### config.mk
export PLATFORM = sky130hd
export DESIGN_NAME = mips_cpu_bus_master_flat
export DESIGN_NICKNAME = d
export VERILOG_FILES = /design/src/rtl/mips_cpu_bus_pkg.sv /design/src/rtl/mips_cpu_bus_master_if.sv /design/src/rtl/mips_cpu_bus_lane_align.sv /design/src/rtl/mips_cpu_bus_master.sv /design/src/flat_wrapper.sv
export SDC_FILE = /design/constraint.sdc
export NUM_CORES = 1
export LEC_CHECK = 0
export CORE_MARGIN = 2
export CORE_UTILIZATION = 45
export CTS_CLUSTER_SIZE = 20
export DETAILED_ROUTE_END_ITERATION = 7
export GPL_TIMING_DRIVEN = 0
export PLACE_DENSITY_LB_ADDON = 0.25
export SLEW_MARGIN = 20
export SYNTH_ARGS = -nofsm -noshare
export SYNTH_HDL_FRONTEND = slang
export SYNTH_SLANG_ARGS = --single-unit
### constraint.sdc
create_clock -name clk -period 2.6 [get_ports clk]
set_clock_uncertainty 0.05 [all_clocks]
set_input_delay 0.65 -clock clk [delete_from_list [all_inputs] [get_ports clk]]
set_output_delay 0.65 -clock clk [all_outputs]
set_load 0.05 [all_outputs]
### src/rtl/mips_cpu_bus_pkg.sv
// Shared types for the CPU bus master: access sizes, FSM states and the latched request record.
// Also holds the alignment rule used at request acceptance.
package mips_cpu_bus_pkg;

  localparam int BUS_LANES = 4;

  typedef enum logic [1:0] {
    SIZE_BYTE = 2'd0,
    SIZE_HALF = 2'd1,
    SIZE_WORD = 2'd2
  } mem_size_t;

  typedef enum logic [1:0] {
    IDLE   = 2'd0,
    ISSUE  = 2'd1,
    RDWAIT = 2'd2,
    RESP   = 2'd3
  } bus_state_t;

  typedef struct packed {
    logic        write;
    logic [1:0]  size;
    logic        sext;
    logic [31:0] addr;
    logic [31:0] wdata;
  } req_t;

  // Size code 3 is reserved and always rejected.
  function automatic logic is_misaligned(input logic [1:0] size, input logic [1:0] lane);
    return (size == 2'd3) ||
           ((size == SIZE_HALF) && lane[0]) ||
           ((size == SIZE_WORD) && (lane != 2'b00));
  endfunction

endpackage

### src/rtl/mips_cpu_bus_master_if.sv
// Core request/response handshake plus the memory-side bus, bundled for the bus master.
// master = the bus master block, slave = the core and responder environment around it.
interface mips_cpu_bus_master_if;

  logic                                    req_valid;
  logic                                    req_ready;
  logic                                    req_write;
  logic [1:0]                              req_size;
  logic                                    req_signed;
  logic [31:0]                             req_addr;
  logic [31:0]                             req_wdata;
  logic                                    resp_valid;
  logic [31:0]                             resp_rdata;
  logic                                    resp_err;
  logic [31:0]                             address;
  logic                                    write;
  logic                                    read;
  logic [31:0]                             writedata;
  logic [31:0]                             readdata;
  logic [mips_cpu_bus_pkg::BUS_LANES-1:0]  byteenable;
  logic                                    waitrequest;

  modport master (
    input  req_valid, req_write, req_size, req_signed, req_addr, req_wdata,
           readdata, waitrequest,
    output req_ready, resp_valid, resp_rdata, resp_err,
           address, write, read, writedata, byteenable
  );

  modport slave (
    output req_valid, req_write, req_size, req_signed, req_addr, req_wdata,
           readdata, waitrequest,
    input  req_ready, resp_valid, resp_rdata, resp_err,
           address, write, read, writedata, byteenable
  );

endinterface

### src/rtl/mips_cpu_bus_lane_align.sv
// Combinational little-endian lane logic: store replication, byteenable, load extract and extend.
// Zero latency, no state; size code 3 yields no lanes and zero data.
module mips_cpu_bus_lane_align
  import mips_cpu_bus_pkg::*;
(
  input  logic [1:0]           size_i,
  input  logic [1:0]           lane_i,
  input  logic                 signed_i,
  input  logic [31:0]          wdata_i,
  input  logic [31:0]          rdata_i,
  output logic [BUS_LANES-1:0] byteenable_o,
  output logic [31:0]          wdata_o,
  output logic [31:0]          rdata_o
);

  logic [31:0] rdata_shifted;

  always_comb begin
    byteenable_o  = '0;
    wdata_o       = '0;
    rdata_o       = '0;
    rdata_shifted = rdata_i >> {lane_i, 3'b000};
    case (size_i)
      SIZE_BYTE: begin
        byteenable_o = 4'b0001 << lane_i;
        wdata_o      = {4{wdata_i[7:0]}};
        rdata_o      = {{24{signed_i & rdata_shifted[7]}}, rdata_shifted[7:0]};
      end
      SIZE_HALF: begin
        byteenable_o = 4'b0011 << lane_i;
        wdata_o      = {2{wdata_i[15:0]}};
        rdata_o      = {{16{signed_i & rdata_shifted[15]}}, rdata_shifted[15:0]};
      end
      SIZE_WORD: begin
        byteenable_o = 4'b1111;
        wdata_o      = wdata_i;
        rdata_o      = rdata_i;
      end
      default: ;
    endcase
  end

endmodule

### src/rtl/mips_cpu_bus_master.sv
// Single-outstanding load/store bus master: write responds 2 cycles after acceptance, read 2+READ_LATENCY; holds while waitrequest.
// Accepts requests only in IDLE. Optional stall abort when MIPS_BUS_TIMEOUT_EN is defined.
module mips_cpu_bus_master
  import mips_cpu_bus_pkg::*;
#(
  parameter int unsigned READ_LATENCY = 1
`ifdef MIPS_BUS_TIMEOUT_EN
  , parameter int unsigned TIMEOUT_CYCLES = 255
`endif
) (
  input logic                   clk,
  input logic                   reset,
  mips_cpu_bus_master_if.master bus
);

  bus_state_t  state_q, state_d;
  req_t        req_q, req_d;
  logic        err_q, err_d;
  logic [31:0] rdata_q, rdata_d;
  logic [1:0]  lat_q, lat_d;
  logic        timeout_hit;

  logic [BUS_LANES-1:0] lane_be;
  logic [31:0]          lane_wdata;
  logic [31:0]          lane_rdata;

  mips_cpu_bus_lane_align u_lane_align (
    .size_i       (req_q.size),
    .lane_i       (req_q.addr[1:0]),
    .signed_i     (req_q.sext),
    .wdata_i      (req_q.wdata),
    .rdata_i      (bus.readdata),
    .byteenable_o (lane_be),
    .wdata_o      (lane_wdata),
    .rdata_o      (lane_rdata)
  );

`ifdef MIPS_BUS_TIMEOUT_EN
  logic [15:0] to_q, to_d;

  assign timeout_hit = (to_q == 16'(TIMEOUT_CYCLES));

  // Counts consecutive stalled ISSUE cycles; cleared whenever ISSUE is left.
  always_comb begin
    to_d = '0;
    if ((state_q == ISSUE) && bus.waitrequest && !timeout_hit) begin
      to_d = to_q + 16'd1;
    end
  end

  always_ff @(posedge clk) begin
    if (reset) begin
      to_q <= '0;
    end else begin
      to_q <= to_d;
    end
  end
`else
  assign timeout_hit = 1'b0;
`endif

  always_comb begin
    state_d = state_q;
    req_d   = req_q;
    err_d   = err_q;
    rdata_d = rdata_q;
    lat_d   = lat_q;

    bus.req_ready  = 1'b0;
    bus.resp_valid = 1'b0;
    bus.resp_err   = 1'b0;
    bus.resp_rdata = '0;
    bus.address    = '0;
    bus.write      = 1'b0;
    bus.read       = 1'b0;
    bus.writedata  = '0;
    bus.byteenable = '0;

    unique case (state_q)
      IDLE: begin
        bus.req_ready = !reset;
        if (bus.req_valid) begin
          req_d   = '{write: bus.req_write, size: bus.req_size, sext: bus.req_signed,
                      addr: bus.req_addr, wdata: bus.req_wdata};
          err_d   = is_misaligned(bus.req_size, bus.req_addr[1:0]);
          rdata_d = '0;
          lat_d   = '0;
          state_d = err_d ? RESP : ISSUE;
        end
      end
      ISSUE: begin
        if (timeout_hit) begin
          err_d   = 1'b1;
          rdata_d = '0;
          state_d = RESP;
        end else begin
          bus.read       = !req_q.write;
          bus.write      = req_q.write;
          bus.address    = {req_q.addr[31:2], 2'b00};
          bus.writedata  = lane_wdata;
          bus.byteenable = lane_be;
          if (!bus.waitrequest) begin
            state_d = req_q.write ? RESP : RDWAIT;
          end
        end
      end
      RDWAIT: begin
        // Data is valid READ_LATENCY cycles after the accepting cycle.
        if (lat_q == 2'(READ_LATENCY - 1)) begin
          rdata_d = lane_rdata;
          state_d = RESP;
        end else begin
          lat_d = lat_q + 2'd1;
        end
      end
      RESP: begin
        bus.resp_valid = 1'b1;
        bus.resp_err   = err_q;
        bus.resp_rdata = rdata_q;
        state_d        = IDLE;
      end
      default: state_d = IDLE;
    endcase
  end

  always_ff @(posedge clk) begin
    if (reset) begin
      state_q <= IDLE;
      req_q   <= '0;
      err_q   <= 1'b0;
      rdata_q <= '0;
      lat_q   <= '0;
    end else begin
      state_q <= state_d;
      req_q   <= req_d;
      err_q   <= err_d;
      rdata_q <= rdata_d;
      lat_q   <= lat_d;
    end
  end

endmodule

### src/flat_wrapper.sv
// flat-port wrapper written by rule: the top's interface ports become plain ports
module mips_cpu_bus_master_flat import mips_cpu_bus_pkg::*;
#(
  parameter int unsigned READ_LATENCY = 1

)
  (clk, reset, bus_req_valid, bus_req_write, bus_req_size, bus_req_signed, bus_req_addr, bus_req_wdata, bus_readdata, bus_waitrequest, bus_req_ready, bus_resp_valid, bus_resp_rdata, bus_resp_err, bus_address, bus_write, bus_read, bus_writedata, bus_byteenable);
  mips_cpu_bus_master_if bus_i ();
  input logic clk;
  input logic reset;
  input wire logic [$bits(bus_i.req_valid)-1:0] bus_req_valid;
  input wire logic [$bits(bus_i.req_write)-1:0] bus_req_write;
  input wire logic [$bits(bus_i.req_size)-1:0] bus_req_size;
  input wire logic [$bits(bus_i.req_signed)-1:0] bus_req_signed;
  input wire logic [$bits(bus_i.req_addr)-1:0] bus_req_addr;
  input wire logic [$bits(bus_i.req_wdata)-1:0] bus_req_wdata;
  input wire logic [$bits(bus_i.readdata)-1:0] bus_readdata;
  input wire logic [$bits(bus_i.waitrequest)-1:0] bus_waitrequest;
  output wire logic [$bits(bus_i.req_ready)-1:0] bus_req_ready;
  output wire logic [$bits(bus_i.resp_valid)-1:0] bus_resp_valid;
  output wire logic [$bits(bus_i.resp_rdata)-1:0] bus_resp_rdata;
  output wire logic [$bits(bus_i.resp_err)-1:0] bus_resp_err;
  output wire logic [$bits(bus_i.address)-1:0] bus_address;
  output wire logic [$bits(bus_i.write)-1:0] bus_write;
  output wire logic [$bits(bus_i.read)-1:0] bus_read;
  output wire logic [$bits(bus_i.writedata)-1:0] bus_writedata;
  output wire logic [$bits(bus_i.byteenable)-1:0] bus_byteenable;
  assign bus_i.req_valid = bus_req_valid;
  assign bus_i.req_write = bus_req_write;
  assign bus_i.req_size = bus_req_size;
  assign bus_i.req_signed = bus_req_signed;
  assign bus_i.req_addr = bus_req_addr;
  assign bus_i.req_wdata = bus_req_wdata;
  assign bus_i.readdata = bus_readdata;
  assign bus_i.waitrequest = bus_waitrequest;
  assign bus_req_ready = bus_i.req_ready;
  assign bus_resp_valid = bus_i.resp_valid;
  assign bus_resp_rdata = bus_i.resp_rdata;
  assign bus_resp_err = bus_i.resp_err;
  assign bus_address = bus_i.address;
  assign bus_write = bus_i.write;
  assign bus_read = bus_i.read;
  assign bus_writedata = bus_i.writedata;
  assign bus_byteenable = bus_i.byteenable;
  mips_cpu_bus_master #(.READ_LATENCY(READ_LATENCY)) u_core (.clk(clk), .reset(reset), .bus(bus_i));
endmodule
### After elaboration in Yosys (flattened, before gate mapping)

Cells that the tools add are included.

| storage, ports and cells | value |
|---|---|
| register bits | 105 |
| output and inout bits | 105 |
| input bits | 104 |

| operators by class | value |
|---|---|
| add/sub/neg operators | 1 |
| multiplexer cells | 24 |
| bitwise gates (word level) | 2 |
| reduce and logical (&&, ||, !) cells | 15 |
| shift operators | 3 |
| eq/ne operators | 12 |

Operators by type and width:

| cell | count |
|---|---|
| $pmux W32 S3 | 2 |
| $mux W32 | 5 |
| $pmux W32 S2 | 1 |
| $shr A32 B5 Y16 | 1 |
| $mux W2 | 6 |
| $pmux W4 S3 | 1 |
| $eq A2 B2 Y1 const B | 5 |
| $reduce_and A3 Y1 | 3 |
| $pmux W2 S4 | 1 |
| $eq A2 B1 Y1 const B | 3 |
| $logic_not A2 Y1 | 3 |
| $mux W1 | 6 |
| $ne A2 B2 Y1 const B | 3 |
| $mux W4 | 1 |
| $pmux W2 S2 | 1 |
| $reduce_bool A2 Y1 | 2 |
| $shl A1 B2 Y4 const A | 1 |
| $shl A2 B2 Y4 const A | 1 |
| $add A2 B1 Y2 const B | 1 |
| $and A1 B1 Y1 | 2 |
| $logic_and A1 B1 Y1 | 2 |
| $logic_not A1 Y1 | 2 |
| $logic_or A1 B1 Y1 | 2 |
| $ne A2 B1 Y1 const B | 1 |
| $reduce_and A2 Y1 | 1 |

### Depth between registers and ports, before layout

Gate-level depths: netlist of run 1.

| depth | value |
|---|---|
| depth in word-level cells | 7 |
| mapped depth | 9 |
| gate-level depth less buffers | 6 |

### Hierarchy

A second synthesis of run 1 with hierarchy kept.

| unflattened totals | value |
|---|---|
| cell total of the unflattened synthesis | 762 |
| area, all modules | 5858.1 um^2 |

By module, submodules not included:

| module | instances | cells each | sequential area each (um^2) | area each (um^2) |
|---|---|---|---|---|
| mips_cpu_bus_master | 1 | 563 | 2102.0 | 4594.4 |
| mips_cpu_bus_lane_align | 1 | 199 | 0.0 | 1263.7 |

### Worst setup path after synthesis of run 1

Ideal clock, no wire load.

| timing path | value |
|---|---|
| kind | reg2out |
| from | reg u_core.state_q[1] |
| to | out bus_byteenable[3] |
| arrival time | 2.126 ns |
| stages on the path, launching flop included | 6 |
| setup slack | -0.226 ns |
| data required time | 1.900 ns |
| path through | dfxtp_1 inv_1 ha_1 clkbuf_1 and2_1 a21boi_0 |

| between the ends | value |
|---|---|
| word-level cells in the longest chain between the ends | 2 |

Ends and longest elaborated chain:

| what | line | text |
|---|---|---|
| start: declaration | mips_cpu_bus_master.sv:16 | `bus_state_t state_q, state_d;` |
| start signal: assignment | mips_cpu_bus_master.sv:134 | `state_q <= state_d;` |
| $eq A2 B1 Y1 | mips_cpu_bus_master.sv:79 | `unique case (state_q)` |
| $mux W4 | mips_cpu_bus_master.sv:79 |  |
| end: declaration | flat_wrapper.sv:27 | `output wire logic [$bits(bus_i.byteenable)-1:0] bus_byteenable;` |

No other way between the ends.

### Final worst setup path of run 1

| timing path | value |
|---|---|
| from | reg u_core.state_q[1] |
| to | out bus_byteenable[0] |

The elaborated chain is that of the path after synthesis.

==> results of run 1 <==
## stage by stage
stage                     total power, uW  instance area [sq um]   TNS, ns
final                                6279                   8147         0
after global routing                 6593                   8147  -0.01030
after CTS                            6137                   8024   -0.2235
after detailed placement             4820                   7838    -39.08
after global placement               4790                   7838    -36.50
after floorplan                      3865                   5575         0
## cells in the mapped netlist, drive strengths merged (2+ instances only)
cell type  instances
inv                6
dfxtp            105
ha                 5
nor3               6
a21oi            102
and2              76
nand2            188
mux2i             10
a2bb2oi            3
nor2              20
clkbuf            45
mux2               7
o21ai             13
and3              11
buf               21
a221oi            27
a22oi             34
nor2b             22
a22o              11
nand2b             2
a211oi             7
## what timing repair did
item	4_1_cts	5_1_grt
resized for setup	456	99
pin swaps	0	1
endpoints found under the setup margin	103	113
hold buffers	0	0
## registers in the layout, indices dropped and copies added, names as in the netlist
name,flops
u_core.lat_q,2
u_core.err_q,1
u_core.state_q,2
u_core.rdata_q,32
u_core.req_q,68
## area by class of cell
| cell class | instances | share of cell area [%] |
|---|---|---|
| multi-input cells | 559 | 39.75 |
| repair buffers | 205 | 23.42 |
| clock buffers | 9 | 2.765 |
| plain buffers | 66 | 4.423 |
| well taps | 168 | 2.580 |
| clock inverters | 7 | 0.8601 |
| inverters | 7 | 0.3840 |
| flip-flops and latches | 105 | 25.82 |
## path summary, 6_finish.rpt
path	from	endpoint
min	u_core.req_q[39]	u_core.req_q[39]
min reg2reg	u_core.req_q[39]	u_core.req_q[39]
max	u_core.state_q[1]	bus_byteenable[0]
max reg2reg	u_core.state_q[0]	u_core.rdata_q[30]
## routing by layer
layer | routed length, um | vias to the layer above | track usage (%)
li1 | - | 2966 | -
met1 | 8160 | 2903 | 37.30
met2 | 9007 | 349 | 47.53
met3 | 1868 | 64 | 7.380
met4 | 738 | 0 | 11.41
met5 | 0 | - | 0
## critical path: cells and delay by family, from the launching register on
family / cells / cell delay (ns)
adder cells (fa/ha/maj): 1 / 0.23
buffers and inverters: 4 / 0.72
flip-flops: 1 / 0.35
AND/OR/NAND/NOR: 1 / 0.20
## kinds of logic after synthesis
logic type               count (synthesis)
buffers and inverters                   73
adder cells (fa/ha/maj)                  5
flip-flops                             105
other                                    1
AO/OA/AOI/OAI                          205
AND/OR/NAND/NOR                        329
multiplexers                            18
## power by group
part           total (uW)  internal (uW)  switching (uW)
clock network        1360            678             686
logic                2920            998            1930
registers            1990           1830             160
==> metrics.csv, run 1 <==
metric;value;unit
placed cells;1110;
final period utilization;98.49;%
area share of fa/ha/maj cells after synthesis;1.123;%
global placer's final weighted congestion;0.9664;
asr flop ratio synth;0;%
Synth warnings;0;
# H-tree levels;3;
core area;12060;sq um
reg2reg path depth;8;
WL final;19780;um
cells along the critical path;inv_1 -> ha_2 -> clkbuf_4 -> clkbuf_4 -> and2_1 -> buf_4;
Yosys cell types;44;
GRT Residual Overflow;0;
ant diodes;0;
FF-to-FF setup slack;0.19;ns
DIE AREA;13290;sq um
share of cells above drive strength 1;19.52;%
Post-Syn Area;5572;sq um
total track usage;29.22;%
synthesized-area fraction occupied by xor and xnor cells;0;%
synth top area cells;dfxtp_1, nand2_1, a21oi_1;
routed len/inst;17.56;um
area leader, netlist;dfxtp_1;
initial core utilization;46.19;%
slowest cell on the critical path;dfxtp_2;
Place WS;-0.5731;ns
Final setup viols;0;
unrepaired setup endpoints after global routing;true;
Worst Setup End Kind;primary output;
Mean Syn Cell Area;7.570;sq um
most frequently used flop master after synthesis;dfxtp_1;
die width;115.3;um
CTS sink cnt;105;
antenna violations before repair;0;
Clock Tree Buf Depth;2;
Post-synth EDFFs;0;
clk_lat worst skew;0.35;ns
area delta synth->final;46.22;%
commonest non-fill, non-tap cell in the layout;nand2_1;
drt initial violations;633;
Setup CP Type;register to primary output;
final worst slack;0.03913;ns
P per Cell Area;770.8;nW/um^2
largest family of logic cells by synthesized area;simple AND/OR/NAND/NOR gates;
status;finished clean;
Synth Register Bits;105;
Cells after Synth;736;
crit path launch type;register;
hold crit path type;register to register;
min Tclk post-route;2.561;ns
critical-path maximum fanout;10;
simple logic cell fraction of the synthesized area;27.76;%
CTS tree;built;
Port Buffers;205;
Largest stage delay, worst path;0.35;ns
Die Ht;115.3;um
post-DP HPWL;14670;um
vias in the first global route;5874;
Fillers;1059;
Slew Limit Headroom;54.96;%
crit path DAT;1.86;ns
Most Frequent Cell on Critical Path;clkbuf_4;
multi-input logic area;3238;sq um
nets;1062;
global-route wire length before repair;30480;um
Pins Over Slew Limit;0;
compound-cell area share of the yosys netlist;23.89;%
multiplexer share of the synthesized area;3.616;%
Setup Fix Bufs, Post-CTS;0;
Critical Path RT;1.90;ns
CTS Buf Count;9;
final cell utilization of the core;67.54;%
# DRC;0;
Seq. cell area;2103;sq um
Detail Route Antenna Nets;0;
Reg clk slew, reported paths;0.08;ns
Vias;6282;
register area share after synthesis;37.73;%
via/cell ratio;5.579;
Root Driver;clkbuf_16;
fin cells;1126;
f_max;390.5;MHz
max_cap viols;0;
Hold WS;0.4016;ns
Max VDD drop;0.4970;mV
final hold vios;0;
Synth top area share;37.73;%
most frequent cells in the layout;nand2_1, dfxtp_1, clkdlybuf4s50_1;
DR pass1 iterations;5;
Worst Tran Pin Value;0.6756;ns
row cnt;40;
Ports;209;
largest net degree at the start of global routing;21;
Hold Path Depth;2;
Pleak;0.003088;uW
Power figures use the tool's default switching activity.
==> inputs of run 2 (changes only) <==
- CTS_CLUSTER_SIZE: 20 -> 8
==> results of run 2 <==
Final layout, timing and power as in run 1 (identical DEF).
